$ cat config.mk
export PLATFORM = sky130hd
export DESIGN_NAME = rvm_adder_arbiter
export DESIGN_NICKNAME = d
export VERILOG_FILES = /design/src/rtl/rvm_adder_arbiter.sv
export SDC_FILE = /design/constraint.sdc
export NUM_CORES = 1
export LEC_CHECK = 0
export CAP_MARGIN = 30
export CORE_MARGIN = 2
export CORE_UTILIZATION = 40
export DETAILED_ROUTE_END_ITERATION = 10
export DONT_BUFFER_PORTS = 1
export PLACE_DENSITY = 0.51
export SYNTH_ARGS = -nofsm -noshare
export SYNTH_HDL_FRONTEND = slang
export SYNTH_SLANG_ARGS = --single-unit
$ cat constraint.sdc
create_clock -name clk -period 3.5 [get_ports clk]
set_input_delay 0.7 -clock clk [delete_from_list [all_inputs] [get_ports clk]]
set_output_delay 0.7 -clock clk [all_outputs]
set_load 0.02 [all_outputs]
$ cat src/rtl/rvm_adder_arbiter.sv
// rvm_adder_arbiter: round-robin sharing of one rvm_adder
// between the fetch (port 0) and execute (port 1) requesters.
module rvm_adder_arbiter #(
  parameter bit RESET_PRIO = 1'b0
) (
  input  logic        clk,
  input  logic        resetn,
  input  logic        req0,
  input  logic        req1,
  input  logic [31:0] lhs0,
  input  logic [31:0] lhs1,
  input  logic [31:0] rhs0,
  input  logic [31:0] rhs1,
  input  logic [2:0]  op0,
  input  logic [2:0]  op1,
  output logic        gnt0,
  output logic        gnt1,
  output logic        rsp0_valid,
  output logic        rsp1_valid,
  output logic [32:0] rsp_result,
  output logic        busy,
  output logic [31:0] add_lhs,
  output logic [31:0] add_rhs,
  output logic [2:0]  add_op,
  input  logic [32:0] add_result
);

  localparam logic [2:0] ARITH_NOP = 3'd0;
  localparam logic [2:0] ARITH_ADD = 3'd1;
  localparam logic [2:0] ARITH_SUB = 3'd2;

  typedef enum logic [1:0] {
    S_IDLE = 2'd0,
    S_CALC = 2'd1,
    S_DONE = 2'd2
  } state_e;

  typedef struct packed {
    logic        idx;
    logic [2:0]  op;
    logic [31:0] lhs;
    logic [31:0] rhs;
  } slot_t;

  state_e      state_q;
  state_e      state_d;
  slot_t       slot_q;
  slot_t       slot_sel;
  logic        last_q;
  logic        win;
  logic        accept;
  logic        op_ok;
  logic [32:0] result_q;

  // Tie goes to the port that was not granted last.
  always_comb begin
    win = 1'b0;
    unique case (1'b1)
      req0 && req1:  win = ~last_q;
      req1 && !req0: win = 1'b1;
      default:       win = 1'b0;
    endcase
  end

  always_comb begin
    slot_sel = '0;
    if (win) begin
      slot_sel.idx = 1'b1;
      slot_sel.op  = op1;
      slot_sel.lhs = lhs1;
      slot_sel.rhs = rhs1;
    end else begin
      slot_sel.idx = 1'b0;
      slot_sel.op  = op0;
      slot_sel.lhs = lhs0;
      slot_sel.rhs = rhs0;
    end
  end

  assign op_ok = (slot_q.op == ARITH_ADD) ||
                 (slot_q.op == ARITH_SUB);

  always_comb begin
    state_d    = state_q;
    accept     = 1'b0;
    rsp0_valid = 1'b0;
    rsp1_valid = 1'b0;
    add_op     = ARITH_NOP;
    add_lhs    = '0;
    add_rhs    = '0;
    unique case (state_q)
      S_IDLE: begin
        if (resetn && (req0 || req1)) begin
          accept  = 1'b1;
          state_d = S_CALC;
        end
      end
      S_CALC: begin
        state_d = S_DONE;
        add_op  = op_ok ? slot_q.op : ARITH_NOP;
        add_lhs = slot_q.lhs;
        add_rhs = slot_q.rhs;
      end
      S_DONE: begin
        state_d    = S_IDLE;
        rsp0_valid = ~slot_q.idx;
        rsp1_valid = slot_q.idx;
      end
      default: state_d = S_IDLE;
    endcase
  end

  assign gnt0       = accept & ~win;
  assign gnt1       = accept & win;
  assign busy       = (state_q != S_IDLE);
  assign rsp_result = result_q;

  always_ff @(posedge clk or negedge resetn) begin
    if (!resetn) begin
      state_q <= S_IDLE;
    end else begin
      state_q <= state_d;
    end
  end

  always_ff @(posedge clk or negedge resetn) begin
    if (!resetn) begin
      slot_q <= '0;
      last_q <= ~RESET_PRIO;
    end else if (accept) begin
      slot_q <= slot_sel;
      last_q <= win;
    end
  end

  // A NOP or undefined op still completes, but returns zero.
  always_ff @(posedge clk or negedge resetn) begin
    if (!resetn) begin
      result_q <= '0;
    end else if (state_q == S_CALC) begin
      result_q <= op_ok ? add_result : '0;
    end
  end

endmodule

==> flow_summary.ini <==
[outcome]
status = finished clean

[cts]
cts-resized-gates = 0
htreeDepth = 3
ctsHoldBuffers = 0
cts_made_buffers = 9
cts_num_sinks = 104
cts_max_path_buffers = 2
cts_tree = done
clk_pin_slew_ns = 0.07
clk_latency_ns = 0.35
root_buffer = clkbuf_16
post_cts_buffers = 0

[yosys]
syn_nets = 648
synth_cell_types = 28
synthTopCellsByCount = dfrtp_1, nand2_1, a221o_1
synth_top_area_frac = 0.504
yosys-top-cells-area = dfrtp_1, a221o_1, and2_1
synth_top_cell_by_area = dfrtp_1
synth_seq_cells = 104
yosysWarningCount = 0
avgSynthCellArea_sq_um = 10.7
yosysMostFrequentCell = dfrtp_1
synth_edf_count = 0
synth_ff_type = dfrtp_1
yosysSeqAreaShare = 0.509
syn_inst = 477
async_reset_ff_frac = 1.00
synth_area_sq_um = 5120

[timing]
slew_violations = 0
final_hold_viol_count = 0
period_share = 0.782
finalCriticalPeriod_ns = 2.74
fin_skew_ns = 0.00690
setup_tns_ns = 0
rsz0062_at_grt = false
clock.fmax_ghz = 0.365
tightest_slew_ns = 0.866
slew_headroom = 0.422
setup_viol = 0

[power]
pwr-share-clk = 0.262
sw_frac_of_total = 0.345
p_per_area_nw_per_um2 = 669
peakVddDrop_uv = 205
p_switching_mw = 1.26
p_int_mw = 2.39
combPwrFrac = 0.212
seq_power_share = 0.526
p_leak_nw = 2.35

[routing]
dr.pass1.iters = 5
vias = 3744
ant_nets = 0
vias_per_cell = 6.00
drt_wl_total_um = 14200
drc_errors = 0
wl_per_cell_um = 22.8
drt_iter0_drc = 256

[worst_setup_path]
worstPathArrival_ns = 2.04
slowest_stage = dfrtp_1
cp-start-kind = flop
crit_family = simple AND/OR/NAND/NOR gates
crit_buf_inv = 2
crit_chain = nand2b_1 -> buf_4 -> nor3_4 -> buf_4 -> and2_1
slowest_delay_ns = 0.43
cp_max_fo = 35
critPathMostFrequentCell = buf_4
crit_required_ns = 2.80
cp-end-kind = primary output
path_class = flop to primary output

[finish]
diodes = 0
finalNonFillerCells = 624
synthToLayoutAreaGrowth_pct = 6.67
drive_gt1_frac = 0.146
nFillCells = 1207
fin_nets = 618

[die]
die_area_sq_um = 13700
chipHeight_um = 117
die_w_um = 117
row_count = 41
initial_core_util = 0.407
core_sq_um = 12600
io_pins = 276

[global_routing]
antenna_found_initial = 0
grt_first_pass_wirelength_um = 20800
use_met1 = 0.244
top_usage_layer = met2
grt_pass1_vias = 3778
grtUsageMet3 = 0.0602
grt.overflow.total = 0
grtUsageTotal = 0.199
use_met2 = 0.334
grt_max_degree = 107

[flow_run]
drv_cap = 0

[place]
io_buffers = 0
place_congestion = 0.768
dp.cells = 608
dp_hpwl_um = 9480

[hold_path]
hp-class = primary input to async pin
[final cells by class]
type	count	area, sq um	area share
clock buffer	9	225	0.0413
timing repair buffer	12	90.1	0.0165
inverter	3	11.3	0.00206
multi-input combinational	317	2260	0.414
sequential	104	2600	0.477
tap	172	215	0.0394
clock inverter	7	55.1	0.0101
[metrics by stage]
stage	total power [mW]	cell area, sq um	hold WS [ns]	utilization	worst slack [ns]
floorplan	2.55	5120	0.404	-	1.20
global placement	2.71	5180	0.408	0.412	1.16
detailed placement	2.72	5180	0.408	0.412	1.11
CTS	3.69	5460	0.0316	0.434	0.731
global route	3.85	5460	0.0237	0.434	0.630
finish	3.65	5460	0.0409	0.434	0.762
[state kept, by name, summed over array words and instances (netlist names)]
signal and count:
slot_q 68, rsp_result 33, last_q 1, state_q 2
[layout by cell type (no fill, tap or decap), types with 2 or more instances in the layout]
cell type | netlist | final
a221o_1 | 67 | 67
a22o_1 | 33 | 33
and2_1 | 66 | 66
buf_4 | 1 | 12
clkbuf_16 | 0 | 9
clkinvlp_4 | 0 | 5
dfrtp_1 | 103 | 103
inv_1 | 3 | 3
inv_6 | 0 | 2
nand2_1 | 68 | 68
nand2b_1 | 2 | 2
nor3_1 | 37 | 37
nor3_2 | 30 | 30
o21a_1 | 2 | 2
[kinds of logic (layout without fill, tap and decap cells)]
group / Yosys count / after routing / synth area share
AO/OA/AOI/OAI: 103 / 103 / 0.191
buffers and inverters: 56 / 31 / 0.0543
XOR/XNOR: 1 / 1 / 0.00171
flip-flops: 104 / 104 / 0.509
other: 1 / 1 / 0.000733
AND/OR/NAND/NOR: 212 / 212 / 0.243
[power groups by stage]
stage,registers (mW),clock network [mW],logic [mW]
floorplan,1.86,0,0.690
global placement,1.94,0,0.770
detailed placement,1.93,0,0.787
CTS,1.92,0.985,0.790
global route,1.97,1.04,0.847
finish,1.92,0.957,0.775
[per-layer routing]
layer / vias to the layer above / wire (um)
li1: 1675 / -
met1: 1847 / 5620
met2: 204 / 6960
met3: 18 / 1370
met4: 0 / 286
met5: - / 0
[final timing paths]
| check | cells after the start | slack, ns | to | start |
|---|---|---|---|---|
| worst max-delay path | 5 | 0.76 | add_op[0] | state_q[1] |
| max in group asynchronous | 0 | 3.25 | last_q | resetn |
| worst max register to register | 4 | 1.50 | slot_q[58] | state_q[0] |
| worst min register to register | 1 | 0.51 | slot_q[3] | slot_q[3] |
| worst min-delay path | 0 | 0.04 | rsp_result[30] | resetn |
| min in group clk | 1 | 0.48 | rsp_result[29] | add_result[29] |
No activity file was read; power rests on OpenSTA's default activity.
